File: config.mk
export PLATFORM = sky130hd
export DESIGN_NAME = mem_port_arbiter
export DESIGN_NICKNAME = d
export VERILOG_FILES = /design/src/rtl/mem_port_arbiter.sv
export SDC_FILE = /design/constraint.sdc
export NUM_CORES = 1
export LEC_CHECK = 0
export ABC_AREA = 1
export BUFFER_PORTS_ARGS = -buffer_cell sky130_fd_sc_hd__buf_2
export CAP_MARGIN = 10
export CORE_AREA = 5 5 42 44
export CTS_BUF_LIST = sky130_fd_sc_hd__clkbuf_8
export DETAILED_ROUTE_END_ITERATION = 8
export DIE_AREA = 0 0 47 49
export PLACE_DENSITY = 0.71
export SLEW_MARGIN = 25
export SYNTH_ARGS = -nofsm -noshare
export SYNTH_HDL_FRONTEND = slang
export SYNTH_SLANG_ARGS = --single-unit
File: constraint.sdc
create_clock -name clk -period 1.7 [get_ports clk]
set_clock_uncertainty 0.2 [all_clocks]
set_input_delay 0.255 -clock clk [delete_from_list [all_inputs] [get_ports clk]]
set_output_delay 0.255 -clock clk [all_outputs]
set_load 0.01 [all_outputs]
File: src/rtl/mem_port_arbiter.sv
// Unified memory port arbiter for the IF and DS requesters: data priority with a fetch starvation guard.
// Optional stall counter port enabled by defining ARB_STALL_CNT_EN.
module mem_port_arbiter #(
    parameter int MEM_LATENCY  = 2,
    parameter int STARVE_LIMIT = 4
) (
    input  logic        clk,
    input  logic        rst,
    input  logic        if_req,
    output logic        if_gnt,
    output logic        if_rvalid,
    input  logic        ds_req,
    input  logic        ds_we,
    output logic        ds_gnt,
    output logic        ds_rvalid,
    output logic        mem_sel,
    output logic        mem_en,
    output logic        mem_we
`ifdef ARB_STALL_CNT_EN
    ,
    output logic [31:0] stall_cnt
`endif
);

    typedef enum logic {IDLE, BUSY} state_t;

    localparam logic [3:0] LAT = 4'(MEM_LATENCY);
    localparam logic [3:0] LIM = 4'(STARVE_LIMIT);

    state_t     state_q, state_d;
    logic [3:0] lat_q, lat_d;
    logic [3:0] starve_q, starve_d;
    logic       owner_q, owner_d;
    logic       we_q, we_d;
    logic       first_q, first_d;
    logic       if_rv_q, if_rv_d;
    logic       ds_rv_q, ds_rv_d;

    function automatic logic [31:0] sat_inc(input logic [31:0] v);
        return (v == 32'hFFFF_FFFF) ? v : v + 32'd1;
    endfunction

    always_comb begin
        state_d  = state_q;
        lat_d    = lat_q;
        starve_d = starve_q;
        owner_d  = owner_q;
        we_d     = we_q;
        first_d  = 1'b0;
        if_rv_d  = 1'b0;
        ds_rv_d  = 1'b0;
        case (state_q)
            IDLE: begin
                if (if_req || ds_req) begin
                    state_d = BUSY;
                    lat_d   = LAT;
                    first_d = 1'b1;
                    // IF wins when alone or once DS has beaten it STARVE_LIMIT times in a row
                    if (if_req && (!ds_req || starve_q >= LIM)) begin
                        owner_d  = 1'b0;
                        we_d     = 1'b0;
                        starve_d = 4'd0;
                    end else begin
                        owner_d = 1'b1;
                        we_d    = ds_we;
                        if (if_req) starve_d = starve_q + 4'd1;
                    end
                end
            end
            BUSY: begin
                lat_d = lat_q - 4'd1;
                if (lat_q == 4'd1) begin
                    state_d = IDLE;
                    if_rv_d = ~owner_q;
                    ds_rv_d = owner_q;
                end
            end
            default: state_d = IDLE;
        endcase
    end

    always_ff @(posedge clk or posedge rst) begin
        if (rst) begin
            state_q  <= IDLE;
            lat_q    <= 4'd0;
            starve_q <= 4'd0;
            owner_q  <= 1'b0;
            we_q     <= 1'b0;
            first_q  <= 1'b0;
            if_rv_q  <= 1'b0;
            ds_rv_q  <= 1'b0;
        end else begin
            state_q  <= state_d;
            lat_q    <= lat_d;
            starve_q <= starve_d;
            owner_q  <= owner_d;
            we_q     <= we_d;
            first_q  <= first_d;
            if_rv_q  <= if_rv_d;
            ds_rv_q  <= ds_rv_d;
        end
    end

    assign if_gnt    = first_q & ~owner_q;
    assign ds_gnt    = first_q & owner_q;
    assign mem_en    = first_q;
    assign mem_we    = first_q & owner_q & we_q;
    assign mem_sel   = owner_q;
    assign if_rvalid = if_rv_q;
    assign ds_rvalid = ds_rv_q;

`ifdef ARB_STALL_CNT_EN
    always_ff @(posedge clk or posedge rst) begin
        if (rst)
            stall_cnt <= 32'd0;
        else if ((if_req & ~if_gnt) | (ds_req & ~ds_gnt))
            stall_cnt <= sat_inc(stall_cnt);
    end
`endif

endmodule

==> flow_summary_export.csv, run 1 <==
group,metric,value,unit
run_status,status,"completed",
critical_path,critical_path.max_fanout,5,
global_route,grt_first_pass_wirelength,1.86,mm
sta,grt_setup_unrepaired,"no",
place,port_buffers,11,
final_layout,drive_above_1_share,27.3,%
pwr,p_seq_share,42.8,%
floorplanning,die-height,49,um
cts,clock_path_buffers,2,
pwr,intPower,864,uW
routing,vias,482,
yosys,synth_area_per_cell,9.00,um2
critical_path,critPathTopFamily,"flip-flops",
sta,fin_ws,0.324,ns
yosys,ys_async_sr_fraction,100,%
place,place.gp.congestion,0.686,
run,maxCapViolCount,0,
yosys,dominantRegCellSynth,"dfrtp_1",
pwr,swShare,36.5,%
global_route,grt_pass1_vias,477,
sta,max_slew_margin,66.8,%
cts,clkTransAtPathRegs,0.06,ns
critical_path,cp-start-kind,"register",
floorplanning,fp.dieW,47,um
sta,final_hold_viol_count,0,
pwr,pwr-share-clk,23.4,%
yosys,synth_seq_area_share,54.1,%
cts,cts_max_level,1,
cts,cts_num_sinks,14,
pwr,leakage,0.427,nW
final_layout,fin_nets,97,
yosys,synth.distinct_cells,17,
routing,drc,0,
cts,cts_tree,"done",
routing,viasPerCell,4.63,
place,place_ws,0.497,ns
global_route,track_usage,11.8,%
routing,firstDrtPassIters,4,
critical_path,worst_ep_required_time,1.24,ns
floorplanning,die_area,2300,um2
sta,fmax,727,MHz
cts,cts_buffers,3,
cts,cts_root_buffer,"clkbuf_8",
floorplanning,core_area,1400,um2
pwr,vdd_drop_max,0.000813,V
floorplanning,num_rows,14,
critical_path,cp_slowest_cell,"dfrtp_1",
global_route,grt_max_degree,15,
pwr,combinationalPowerShare,33.8,%
cts,insertion_delay,0.24,ns
routing,ant_nets,0,
routing,drt_iter0_markers,7,
worst_hold_path,hp-class,"input port to register",
yosys,syn_inst,72,
routing,routed_wl,1.10,mm
final_layout,area_growth,21.6,%
yosys,ys_seq_elements,14,
floorplanning,initial_core_util,46.3,%
routing,wl_per_cell,10.6,um
final_layout,nFillCells,122,
floorplanning,ios,12,
yosys,synth_warnings,0,
yosys,synth_nets,80,
critical_path,path_cells,"nand2_1 -> nor2_1 -> buf_2",
sta,tightest_slew,0.497,ns
pwr,power_density,1730,nW/um2
sta,final-setup-viol-count,0,
yosys,netlist_area,648,um2
sta,post-route-period-util,80.9,%
critical_path,max_stage_delay,0.39,ns
critical_path,cp_num_buf_inv,1,
critical_path,end_kind,"output port",
final_layout,antenna_cells,0,
global_route,antenna_found_initial,0,
final_layout,final_cell_mix,"14 x nand2_1, 14 x dfrtp_1, 12 x inv_1",
critical_path,arrival,0.92,ns
final_layout,utilization,56.3,%
global_route,grt_overflow,0,
yosys,synth_edf_count,0,
sta,finalWorstPathRequiredPeriod,1.38,ns
pwr,power_switching,497,uW
sta,slew_viol_final,0,
sta,fin_tns_setup,0,ns
critical_path,worstSetupPathType,"register to output port",
place,dpl.hpwl,876,um
## worst register-to-register path: stages (launching register included)
cell     delay [ns]
dfrtp_1        0.40
inv_1          0.09
ha_1           0.15
nand3_1        0.13
nand2_1        0.09
inv_1          0.04
## cell families (layout without fill, tap and decap cells)
group / count (synthesis) / after routing / share of synthesized area (%)
AO/OA/AOI/OAI: 8 / 8 / 8.30
adder cells (fa/ha/maj): 3 / 3 / 5.79
buffers and inverters: 13 / 29 / 7.53
flip-flops: 14 / 14 / 54.1
AND/OR/NAND/NOR: 34 / 34 / 24.3
## area by class of cell
class	count	area (um2)	area share (%)
Sequential cell	14	350	44.4
Multi-Input combinational cell	45	249	31.6
Timing Repair Buffer	12	65.1	8.25
Clock buffer	4	55.1	6.98
Inverter	13	48.8	6.19
Tap cell	16	20.0	2.54
## synthesized netlist by cell type (2+ instances only)
master	instances	area (um2)
o21ai_2	3	26.3
inv_1	12	45.0
dfrtp_1	14	350
ha_1	3	37.5
o21ai_1	2	10.0
nand2_1	14	52.6
nor2_2	2	12.5
nand3_1	4	20.0
nor2_1	10	37.5
## sequential cells by signal (all words and copies together) (netlist names)
name       count
state_q        1
starve_q       4
we_q           1
mem_en         1
lat_q          4
ds_rvalid      1
mem_sel        1
if_rvalid      1
## power by group through the flow
stage	logic, mW	clock network [mW]	registers, mW
final	0.460	0.319	0.582
after global routing	0.528	0.345	0.600
after CTS	0.471	0.329	0.583
after detailed placement	0.469	0	0.588
after global placement	0.439	0	0.579
after floorplan	0.330	0	0.581
## path summary, 6_finish.rpt
check                                 start     endpoint  slack, ns  depth (start not counted)
worst min-delay path                  ds_we         we_q       0.03                          3
worst max register to register     lat_q[1]      state_q       0.49                          5
worst max-delay path                mem_sel       mem_we       0.32                          3
worst min register to register  starve_q[0]  starve_q[0]       0.29                          1
min in group asynchronous               rst  starve_q[2]       0.38                          3
max in group asynchronous               rst     lat_q[3]       0.59                          3
## metal layers
layer  track usage, %  vias up  part of all wire (%)
met5                0        -                     0
met4             8.29        0                   3.8
met3             4.43        5                   7.6
met2             18.3       11                    47
met1             12.4      212                    41
li1                 -      254                     -
## timing repair
item,4_1_cts,5_1_grt
buffers inserted,0,0
gates resized for setup,0,0
hold buffers,1,0
endpoints found under the hold margin,14,0
## stage by stage
step / cell area [um2] / total power [mW] / hold WS (ns) / cells
2_1_floorplan: 648 / 0.911 / -0.0558 / 72
3_3_place_gp: 723 / 1.02 / 0.118 / 99
3_5_place_dp: 723 / 1.06 / 0.109 / 99
4_1_cts: 788 / 1.38 / 0.0303 / 104
5_1_grt: 788 / 1.47 / 0.0534 / 104
6_report: 788 / 1.36 / 0.0291 / 104
Note: power is estimated with default switching activity, not from simulation.
==> run 2: changes to the inputs <==
Settings changed: CORE_AREA 5 5 42 44 to unset, CORE_MARGIN set to 5, CORE_UTILIZATION set to 50, DIE_AREA 0 0 47 49 to unset, PLACE_DENSITY 0.71 to 0.76.
Clock period 1.7 ns to 1.2 ns, I/O delays scaled along.
==> run 2 against run 1 <==
Net effect: the run now ends with negative setup slack left; utilization grew 13 points; die area shrank 8.1%; register-to-register slack lost 0.44 ns; hold slack gained 0.029 ns; non-clock buffer count grew 8; clock power grew 40%; largest power group is now combinational logic.
==> flow_summary_export.csv, run 2 (synthesized netlist as in run 1, its figures left out) <==
group,metric,value,unit
pwr,pwr-share-clk,20.7,%
sta,tightest_slew,0.216,ns
critical_path,crit-reg2reg-launch,"state_q",
global_route,grt_pass1_vias,508,
run,maxCapViolCount,0,
pwr,p_total,2.16,mW
final_layout,top_regs,"lat_q: 4 flops, starve_q: 4 flops",
place,port_buffers,11,
routing,wl_per_cell,12.2,um
routing,ant_nets,0,
global_route,track_usage,14.3,%
global_route,antenna_found_initial,0,
cts,clock_path_buffers,2,
floorplanning,fp.dieW,46.0,um
critical_path,cp-start-kind,"register",
final_layout,utilization,69.3,%
global_route,grt_max_degree,15,
critical_path,timing.rr.end,"lat_q[1]",
routing,firstDrtPassIters,4,
sta,fin_tns_setup,-0.264,ns
cts,cts_buffers,3,
place,place.gp.congestion,0.763,
critical_path,crit_end,"mem_we",
floorplanning,ios,12,
routing,routed_wl,1.35,mm
final_layout,fin_cells,111,
place,dp_cells,99,
place,dpl.hpwl,911,um
final_layout,antenna_cells,0,
critical_path,end_kind,"output port",
sta,fmax,764,MHz
cts,cts_tree,"done",
sta,final_hold_viol_count,0,
routing,vias,543,
floorplanning,core_area,1270,um2
global_route,grt_overflow,0,
sta,finalWorstPathRequiredPeriod,1.31,ns
sta,post-route-period-util,109,%
sta,slew_viol_final,0,
critical_path,reg2reg_depth,4,
sta,max_slew_margin,85.5,%
run_status,status,"finished with violations",
pwr,vdd_drop_max,0.00137,V
routing,viasPerCell,4.89,
pwr,combinationalPowerShare,41.3,%
worst_hold_path,hp-class,"input port to register",
floorplanning,num_rows,13,
sta,fin_ws,-0.108,ns
routing,drt_iter0_markers,7,
cts,clkTransAtPathRegs,0.06,ns
run_status,violations,"negative setup slack",
critical_path,worst_ep_required_time,0.82,ns
critical_path,critical_path.max_fanout,4,
cts,cts_root_buffer,"clkbuf_8",
floorplanning,initial_core_util,51.1,%
pwr,swShare,36.5,%
final_layout,drive_above_1_share,38.5,%
floorplanning,die-height,46.0,um
critical_path,arrival,0.93,ns
final_layout,final_cell_mix,"13 x nand2_1, 13 x dfrtp_1, 11 x inv_1, 11 x buf_2, 10 x nor2_1",
final_layout,fin_nets,105,
global_route,grt_first_pass_wirelength,2.15,mm
pwr,p_seq_share,38.1,%
cts,cts_max_level,1,
critical_path,r2r_setup_slack,0.05,ns
pwr,power_switching,790,uW
sta,final-setup-viol-count,3,
pwr,leakage,0.465,nW
pwr,intPower,1.37,mW
critical_path,worstSetupPathType,"register to output port",
final_layout,area_growth,35.7,%
sta,grt_setup_unrepaired,"yes",
cts,insertion_delay,0.24,ns
routing,drc,0,
pwr,power_density,2460,nW/um2
critical_path,cp-startpoint,"mem_sel",
cts,cts_num_sinks,14,
floorplanning,die_area,2120,um2
==> run 2: changes by cell type in the layout (fill, tap and decap cells not counted), sizes merged <==
| cell | change |
|---|---|
| buf | +7 |
| dlygate4sd3 | +1 |
==> run 2: layout make-up <==
class                      count  area [um2]
multi-input combinational     45         278
timing repair buffer          20         128
tap                           15        18.8
sequential                    14         352
inverter                      13        48.8
fill                         109         389
clock buffer                   4        55.1
==> run 2: timing repair <==
item                                    4_1_cts  5_1_grt
buffers inserted                              1        5
endpoints found under the setup margin        6       13
pin swaps                                     0        1
hold buffers                                  2        0
hold endpoints to repair                     15        0
gates resized for setup                       1        7
==> run 2: per-layer routing <==
layer	vias to the layer above	GRT usage [%]	share of wire (%)
met4	0	5.11	0.59
met3	2	2.77	6.3
met1	256	18.5	41
met2	13	23.4	52
li1	272	-	-
met5	-	0	0
==> run 2: worst min-delay path by stage <==
stage                start     endpoint  slack [ns]  depth (start not counted)
floorplan              rst    ds_rvalid       -0.13                          1
global placement       rst  starve_q[2]       -0.02                          3
detailed placement     rst  starve_q[2]       -0.02                          3
CTS                 ds_req  starve_q[2]        0.06                          3
global route        ds_req  starve_q[0]        0.07                          3
finish              ds_req  starve_q[1]        0.06                          3
==> run 2: stage by stage <==
stage                     setup slack [ns]  cell area (um2)  hold WS, ns
after global placement              0.0182              729      -0.0207
final                               -0.108              880       0.0578
after global routing                -0.190              880       0.0726
after floorplan                     0.0871              648       -0.131
after detailed placement           -0.0205              729      -0.0151
after CTS                           -0.124              817       0.0585
==> run 2: power groups by stage <==
stage                     Sequential, mW  Combinational, mW  Clock [mW]
final                              0.824              0.893       0.448
after global routing               0.854               1.01       0.477
after CTS                          0.823              0.695       0.457
after detailed placement           0.832              0.652           0
after global placement             0.824              0.619           0
after floorplan                    0.823              0.468           0
==> run 2: worst max-delay path, stage by stage, from the launching register on <==
cell	delay [ns]
dfrtp_1	0.39
nand2_2	0.07
nor2_1	0.09
buf_2	0.13
